===== src/rtl/plugboard_pairs_if.sv =====
// Plugboard pairs bus.
// Carries the letter input, the mode and clear controls, and the swapped-letter
// result with its status.
//   master: drives in, in_valid, cfg_mode, clear; observes the results.
//   slave : the plugboard itself.
interface plugboard_pairs_if;
  logic [25:0] in;
  logic        in_valid;
  logic        cfg_mode;
  logic        clear;
  logic [25:0] out;
  logic        out_valid;
  logic [3:0]  pair_count;
  logic        pending;
  logic        err;

  modport master (
    output in, in_valid, cfg_mode, clear,
    input  out, out_valid, pair_count, pending, err
  );

  modport slave (
    input  in, in_valid, cfg_mode, clear,
    output out, out_valid, pair_count, pending, err
  );
endinterface


===== src/rtl/plugboard_pairs.sv =====
// Enigma plugboard (Steckerbrett) with up to MAX_PAIRS programmable letter swaps.
// Config mode: pairs are keyed in as two one-hot letters.
// Run mode: each letter is swapped with its partner, or passed through, and
// delivered one cycle later.
// Ports:
//   CLOCK_50 - system clock
//   reset    - asynchronous, active-low reset
//   bus      - plugboard_pairs_if.slave carrying:
//                in/in_valid       one-hot letter in
//                cfg_mode/clear    mode select and delete-all request
//                out/out_valid     swapped letter out
//                pair_count        stored pair count
//                pending           pair half-entered
//                err               rejected-input strobe
module plugboard_pairs #(
  parameter int unsigned MAX_PAIRS = 10
) (
  input logic              CLOCK_50,
  input logic              reset,
  plugboard_pairs_if.slave bus
);

  typedef enum logic [0:0] {StIdle, StFirst} state_e;

  state_e      state_q;
  logic [4:0]  first_q;
  logic [4:0]  slot_a_q [MAX_PAIRS];
  logic [4:0]  slot_b_q [MAX_PAIRS];
  logic [MAX_PAIRS-1:0] slot_v_q;
  logic [3:0]  pair_count_q;
  logic [25:0] out_q;
  logic        out_valid_q;
  logic        pending_q;
  logic        err_q;

  logic        is_zero;
  logic        is_onehot;
  logic [4:0]  letter_idx;
  logic        plugged;
  logic [4:0]  partner;
  logic [MAX_PAIRS-1:0] free_sel;
  logic        free_found;
  logic        full;

  assign is_zero   = (bus.in == '0);
  // Clearing the lowest set bit leaves zero only for a single set bit.
  assign is_onehot = !is_zero && ((bus.in & (bus.in - 26'd1)) == '0);
  assign full      = (pair_count_q == 4'(MAX_PAIRS));

  always_comb begin
    letter_idx = '0;
    for (int i = 0; i < 26; i++) begin
      if (bus.in[i]) letter_idx = 5'(i);
    end
  end

  // Partner lookup across all valid slots; unplugged letters map to themselves.
  always_comb begin
    plugged = 1'b0;
    partner = letter_idx;
    for (int s = 0; s < int'(MAX_PAIRS); s++) begin
      if (slot_v_q[s] && (slot_a_q[s] == letter_idx)) begin
        plugged = 1'b1;
        partner = slot_b_q[s];
      end
      if (slot_v_q[s] && (slot_b_q[s] == letter_idx)) begin
        plugged = 1'b1;
        partner = slot_a_q[s];
      end
    end
  end

  // One-hot select of the lowest invalid slot.
  always_comb begin
    free_sel   = '0;
    free_found = 1'b0;
    for (int s = 0; s < int'(MAX_PAIRS); s++) begin
      if (!slot_v_q[s] && !free_found) begin
        free_sel[s] = 1'b1;
        free_found  = 1'b1;
      end
    end
  end

  always_ff @(posedge CLOCK_50 or negedge reset) begin
    if (!reset) begin
      state_q      <= StIdle;
      first_q      <= '0;
      slot_v_q     <= '0;
      pair_count_q <= '0;
      out_q        <= '0;
      out_valid_q  <= 1'b0;
      pending_q    <= 1'b0;
      err_q        <= 1'b0;
      for (int s = 0; s < int'(MAX_PAIRS); s++) begin
        slot_a_q[s] <= '0;
        slot_b_q[s] <= '0;
      end
    end else begin
      out_valid_q <= 1'b0;
      err_q       <= 1'b0;
      if (bus.clear) begin
        // Clear swallows any same-cycle letter.
        slot_v_q     <= '0;
        pair_count_q <= '0;
        state_q      <= StIdle;
        pending_q    <= 1'b0;
      end else if (!bus.cfg_mode) begin
        // Leaving config mode abandons a half-entered pair.
        state_q   <= StIdle;
        pending_q <= 1'b0;
        if (bus.in_valid && !is_zero) begin
          if (!is_onehot) begin
            err_q <= 1'b1;
          end else begin
            out_q       <= 26'd1 << partner;
            out_valid_q <= 1'b1;
          end
        end
      end else if (bus.in_valid && !is_zero) begin
        if (!is_onehot) begin
          err_q <= 1'b1;
        end else begin
          unique case (state_q)
            StIdle: begin
              if (plugged || full) begin
                err_q <= 1'b1;
              end else begin
                first_q   <= letter_idx;
                state_q   <= StFirst;
                pending_q <= 1'b1;
              end
            end
            StFirst: begin
              state_q   <= StIdle;
              pending_q <= 1'b0;
              if (plugged || (letter_idx == first_q) || !free_found) begin
                err_q <= 1'b1;
              end else begin
                for (int s = 0; s < int'(MAX_PAIRS); s++) begin
                  if (free_sel[s]) begin
                    slot_a_q[s] <= first_q;
                    slot_b_q[s] <= letter_idx;
                    slot_v_q[s] <= 1'b1;
                  end
                end
                pair_count_q <= pair_count_q + 4'd1;
              end
            end
            default: state_q <= StIdle;
          endcase
        end
      end
    end
  end

  assign bus.out        = out_q;
  assign bus.out_valid  = out_valid_q;
  assign bus.pair_count = pair_count_q;
  assign bus.pending    = pending_q;
  assign bus.err        = err_q;

endmodule


===== src/flat_wrapper.sv =====
// flat-port wrapper written by rule: the top's interface ports become plain ports
module plugboard_pairs_flat 
#(
  parameter int unsigned MAX_PAIRS = 10
)
  (CLOCK_50, reset, bus_in, bus_in_valid, bus_cfg_mode, bus_clear, bus_out, bus_out_valid, bus_pair_count, bus_pending, bus_err);
  plugboard_pairs_if bus_i ();
  input logic CLOCK_50;
  input logic reset;
  input wire logic [$bits(bus_i.in)-1:0] bus_in;
  input wire logic [$bits(bus_i.in_valid)-1:0] bus_in_valid;
  input wire logic [$bits(bus_i.cfg_mode)-1:0] bus_cfg_mode;
  input wire logic [$bits(bus_i.clear)-1:0] bus_clear;
  output wire logic [$bits(bus_i.out)-1:0] bus_out;
  output wire logic [$bits(bus_i.out_valid)-1:0] bus_out_valid;
  output wire logic [$bits(bus_i.pair_count)-1:0] bus_pair_count;
  output wire logic [$bits(bus_i.pending)-1:0] bus_pending;
  output wire logic [$bits(bus_i.err)-1:0] bus_err;
  assign bus_i.in = bus_in;
  assign bus_i.in_valid = bus_in_valid;
  assign bus_i.cfg_mode = bus_cfg_mode;
  assign bus_i.clear = bus_clear;
  assign bus_out = bus_i.out;
  assign bus_out_valid = bus_i.out_valid;
  assign bus_pair_count = bus_i.pair_count;
  assign bus_pending = bus_i.pending;
  assign bus_err = bus_i.err;
  plugboard_pairs #(.MAX_PAIRS(MAX_PAIRS)) u_core (.CLOCK_50(CLOCK_50), .reset(reset), .bus(bus_i));
endmodule

===== config.mk =====
export PLATFORM = sky130hd
export DESIGN_NAME = plugboard_pairs_flat
export DESIGN_NICKNAME = d
export VERILOG_FILES = /design/src/rtl/plugboard_pairs_if.sv /design/src/rtl/plugboard_pairs.sv /design/src/flat_wrapper.sv
export SDC_FILE = /design/constraint.sdc
export NUM_CORES = 1
export LEC_CHECK = 0
export CORE_UTILIZATION = 65
export DETAILED_ROUTE_END_ITERATION = 16
export GPL_ROUTABILITY_DRIVEN = 1
export HOLD_SLACK_MARGIN = 0.12
export MAX_ROUTING_LAYER = met4
export PLACE_DENSITY = 0.86
export SYNTH_ARGS = -nofsm -noshare
export SYNTH_HDL_FRONTEND = slang
export SYNTH_SLANG_ARGS = --single-unit

===== constraint.sdc =====
create_clock -name CLOCK_50 -period 6.01 [get_ports CLOCK_50]
set_clock_uncertainty 0.05 [all_clocks]
set_input_delay 1.803 -clock CLOCK_50 [delete_from_list [all_inputs] [get_ports CLOCK_50]]
set_output_delay 1.803 -clock CLOCK_50 [all_outputs]
set_load 0.005 [all_outputs]

==> results.yml, run 1 <==
yosys:
  synth-edff-count: 0
  synthXorXnorAreaFrac_pct: 4.39
  synthesis.area_per_instance_sq_um: 8.93
  syn_area_sq_um: 10400
  synthDominantCellAreaShare_pct: 35.9
  synth-simple-area-share_pct: 22.4
  dominant_combinational_cell_family_by_area_after_synthesis: "compound AO/OA/AOI/OAI gates"
  synth-adder-area-share_pct: 0.530
  synth.area.mux_share_pct: 10.2
  synth.ff_latch_count: 149
  yosys_most_used_dff: "sky130_fd_sc_hd__dfrtp_1"
  synth_nets: 1195
  syn-instance-count: 1162
  synthDistinctLibCells: 89
  synth_largest_area_cell: "sky130_fd_sc_hd__dfrtp_1"
  synth_compound_gate_area_share_pct: 22.5
  yosys_warnings: 0
  synth.top_cells.by_count: "149 x sky130_fd_sc_hd__dfrtp_1, 113 x sky130_fd_sc_hd__nand2_1, 95 x sky130_fd_sc_hd__nor2_1"
  biggest_area_contributors_in_the_synthesized_netlist: "sky130_fd_sc_hd__dfrtp_1 36%, sky130_fd_sc_hd__mux2_2 8.4%, sky130_fd_sc_hd__nand2_1 4.1%"
  synth_sequential_area_ratio_pct: 35.9
  post_synthesis_async_set_or_reset_flop_share_pct: 100
  yosysMostFrequentCell: "sky130_fd_sc_hd__dfrtp_1"
floorplanning:
  die_y_um: 128
  floorplan.rows: 45
  io_pins: 64
  starting_utilization_of_the_core_area_pct: 67.5
  fp.dieW_um: 128
clock_tree:
  clock-sinks: 149
  post_cts_hold_buffer_count: 0
  cts_buffers: 17
  clock_h_tree_levels: 4
  ctsRootBufferMaster: "sky130_fd_sc_hd__clkbuf_16"
  clockBufferDepth: 2
outcome:
  flow.first_error: "[ERROR GRT-0232] Routing congestion too high. Check the congestion heatmap in the GUI."
  stop_stage: "5_1_grt"
  outcome: "did not finish"
place:
  detailed_place_hpwl_um: 30300
  place_worst_setup_slack_ns: -0.860
  port_buffers: 63
  gp_congestion: 1.15
  dp.cells: 1639
sta:
  timing.repair.worst_endpoint_type: "sequential cell input"
  repair-timing-grt-worst-ep: "u_core.slot_a_q[33]$_DFFE_PN0P_/D"
global_routing:
  grt_usage_pct: 81.7
  largest_net_degree_at_the_start_of_global_routing: 58
  grt-ovfl-total: 177
-- per-layer routing --
layer,GRT usage [%],GRT overflow
met2,97.1,96
met3,62.9,8
met4,83.0,70
met1,80.2,3
met5,-,-
-- timing repair --
item,4_1_cts
gates cloned,1
pin swaps,18
setup endpoints to repair,122
hold endpoints to repair,0
resized for setup,63
setup buffers,9
-- cells by family after synthesis --
kind of cell | count (synthesis)
xor+xnor | 52
simple gates | 430
mux | 93
buf+inv | 102
fa+ha+maj | 5
flops | 149
compound gates | 331
-- per-stage QoR --
stage          area, sq um  TNS, ns
2_1_floorplan        10400        0
3_3_place_gp         13100   -55.80
3_5_place_dp         13100   -67.38
4_1_cts              14000        0
==> inputs of run 2 (changes only) <==
CORE_UTILIZATION = 40   (was 65)
HOLD_SLACK_MARGIN = unset   (was 0.12)
MAX_ROUTING_LAYER = unset   (was met4)
PLACE_DENSITY = unset   (was 0.86)
PLACE_DENSITY_LB_ADDON = 0.15   (was unset)
==> run 2 against run 1 <==
Effect of this change: synthesized area did not move; the run now ends clean; synthesized cell count did not move.
==> results.yml, run 2 <==
clock_tree:
  clkTransAtPathRegs_ns: 0.07
  worstSkewPairLatency_ns: 0.44
  clock_h_tree_levels: 4
  cts_buffers: 17
  clock-sinks: 149
  ctsRootBufferMaster: "sky130_fd_sc_hd__clkbuf_16"
  post_cts_hold_buffer_count: 0
  clockBufferDepth: 2
  cts_tree: "yes"
layout:
  layout_common_cells: "280 x sky130_fd_sc_hd__buf_4, 149 x sky130_fd_sc_hd__dfrtp_1, 111 x sky130_fd_sc_hd__nand2_1"
  layout.nets: 1510
  final_layout_size_suffix_gt1_share_pct: 35.0
  area.growth.synth_to_final_pct: 40.9
  post-route-util_pct: 57.7
  layout_commonest_cell: "sky130_fd_sc_hd__buf_4"
  filler_cell_count: 2290
  post_layout_nonfiller_instances: 1821
global_routing:
  grt_antenna_before_repair: 2
  number_of_global_route_vias_before_repair: 10600
  grt_first_pass_wirelength_um: 64200
  largest_net_degree_at_the_start_of_global_routing: 58
  grt-ovfl-total: 0
  grt_usage_pct: 32.4
yosys:
  synth_nets: 1195
  synth.ff_latch_count: 149
  synth_sequential_area_ratio_pct: 35.9
  yosys_most_used_dff: "sky130_fd_sc_hd__dfrtp_1"
  synthDominantCellAreaShare_pct: 35.9
  biggest_area_contributors_in_the_synthesized_netlist: "sky130_fd_sc_hd__dfrtp_1 36%, sky130_fd_sc_hd__mux2_2 8.4%, sky130_fd_sc_hd__nand2_1 4.1%"
  syn-instance-count: 1162
  post_synthesis_async_set_or_reset_flop_share_pct: 100
  synth.top_cells.by_count: "149 x sky130_fd_sc_hd__dfrtp_1, 113 x sky130_fd_sc_hd__nand2_1, 95 x sky130_fd_sc_hd__nor2_1"
  synthesis.area_per_instance_sq_um: 8.93
  yosys_warnings: 0
  synthDistinctLibCells: 89
  synth_largest_area_cell: "sky130_fd_sc_hd__dfrtp_1"
  yosysMostFrequentCell: "sky130_fd_sc_hd__dfrtp_1"
  syn_area_sq_um: 10400
  synth-edff-count: 0
place:
  dp.cells: 1773
  detailed_place_hpwl_um: 32200
  gp_congestion: 1.00
  port_buffers: 63
critical_path:
  worst-r2r-cell-count: 13
  path_delay_family: "simple AND/OR/NAND/NOR gates"
  slowest_library_cell_on_the_worst_path: "sky130_fd_sc_hd__or4_4"
  critical_path_required_ns: 6.28
  rrSetupSlack_ns: 2.18
  crit_path_start_kind: "input port"
  cp_data_arrival_time_ns: 6.21
  cp_num_cells: 16
  worstPathMaxFanout: 5
  path_class: "input port to flip-flop"
  timing.critical_path.slowest_cell_delay_ns: 0.63
  path_cells: "clkdlybuf4s50_1, or4_4, buf_4, o21ai_1, buf_4, nor2_8, buf_12, xnor2_1, and4_4, or4_4, or3_4, or4_4, buf_4, nor3_4, buf_2, mux2_2"
  critical_path.endpoint_type: "flip-flop"
  number_of_buffer_and_inverter_instances_along_the_worst_setup_path: 6
min_path:
  hold_class: "flip-flop to flip-flop"
  hold_path_depth: 2
power_and_ir_drop:
  power.total_mw: 2.45
  leakagePower_nw: 6.45
  vdd_ir_drop_max_mv: 0.172
  power.density_cell_area_nw_per_um2: 167
sta:
  max_freq_mhz: 169
  worst_slew_margin_rel_pct: 40.3
  timing_max_transition_violations_final: 0
  max_slew.worst_pin.slew_ns: 0.896
  final.min_clock_period_ns: 5.93
  fin_crit_sh_pct: 98.7
  finalHoldViolations: 0
  tns_ns: 0
  hold-worst-slack_ns: 0.432
  finalSetupViolCount: 0
drt:
  routedWlPerCell_um: 23.3
  drt_drc_violations_left: 0
  viasPerCell: 6.02
  drt_pre_antenna_iters: 6
  antenna_left: 0
  routed-via-count: 11000
  totalWireLength_um: 42400
  first_iter_violations: 1217
outcome:
  outcome: "finished, final reports clean"
floorplanning:
  floorplan.rows: 58
  io_pins: 64
  die_y_um: 163
  die_area_sq_um: 26600
  starting_utilization_of_the_core_area_pct: 41.0
  core_region_area_sq_um: 25300
  fp.dieW_um: 163
job:
  max_cap_violations: 0
[run 2: power breakdown]
| part | leakage [nW] | total [mW] | internal, mW | switching (mW) |
|---|---|---|---|---|
| Sequential | 2.02 | 1.00 | 1.00 | 0.0000825 |
| Combinational | 4.14 | 0.338 | 0.146 | 0.192 |
| Clock | 0.283 | 1.11 | 0.589 | 0.517 |
| Total | 6.45 | 2.45 | 1.74 | 0.709 |
[run 2: layout make-up]
| type | instances | area, sq um | area share (%) |
|---|---|---|---|
| clock buffer | 17 | 425 | 2.91 |
| antenna | 1 | 2.50 | 0.0171 |
| tap | 330 | 413 | 2.82 |
| timing repair buffer | 363 | 3050 | 20.9 |
| clock inverter | 15 | 156 | 1.07 |
| sequential | 149 | 3730 | 25.5 |
| multi-input combinational | 911 | 6710 | 45.9 |
| inverter | 35 | 131 | 0.898 |
[run 2: through the flow]
step | worst slack (ns) | area [sq um]
after floorplan | 0.00807 | 10400
after global placement | -1.16 | 13400
after detailed placement | -1.07 | 13400
after CTS | -0.0131 | 14200
after global routing | -0.0103 | 14600
final | 0.0775 | 14600
[run 2: path summary, 6_finish.rpt]
check / end / from
min: u_core.bus.out[25] / u_core.bus.out[25]
min in group asynchronous: u_core.slot_a_q[44] / reset
max in group asynchronous: u_core.slot_v_q[5] / reset
max reg2reg: u_core.slot_a_q[1] / u_core.slot_v_q[1]
max: u_core.slot_b_q[35] / bus_in[22]
min reg2reg: u_core.bus.out[25] / u_core.bus.out[25]
[run 2: logic make-up after synthesis]
kind of cell,share of synthesized area [%]
buf+inv,4.12
simple gates,22.4
fa+ha+maj,0.530
mux,10.2
flops,35.9
xor+xnor,4.39
compound gates,22.5
[run 2: worst register-to-register path: cells and delay by family, from the launching register on]
kind                   cells  cell delay, ns
AND/OR/NAND/NOR            8            2.18
buffers and inverters      3            0.55
flip-flops                 1            0.49
multiplexers               1            0.36
AO/OA/AOI/OAI              1            0.11
[run 2: routing by layer]
metal,GRT usage [%],up-vias,share of wire [%]
met1,45.0,5402,44
met4,13.0,0,3.8
met2,50.4,475,45
met3,4.98,75,7.7
li1,-,5015,-
met5,0,-,0
[run 2: repair_timing]
action | 4_1_cts | 5_1_grt
gates cloned | 1 | 2
setup buffers | 5 | 9
resized for setup | 47 | 79
setup endpoints to repair | 98 | 131
pin swaps | 8 | 23
(Power assumes the default switching activity.)
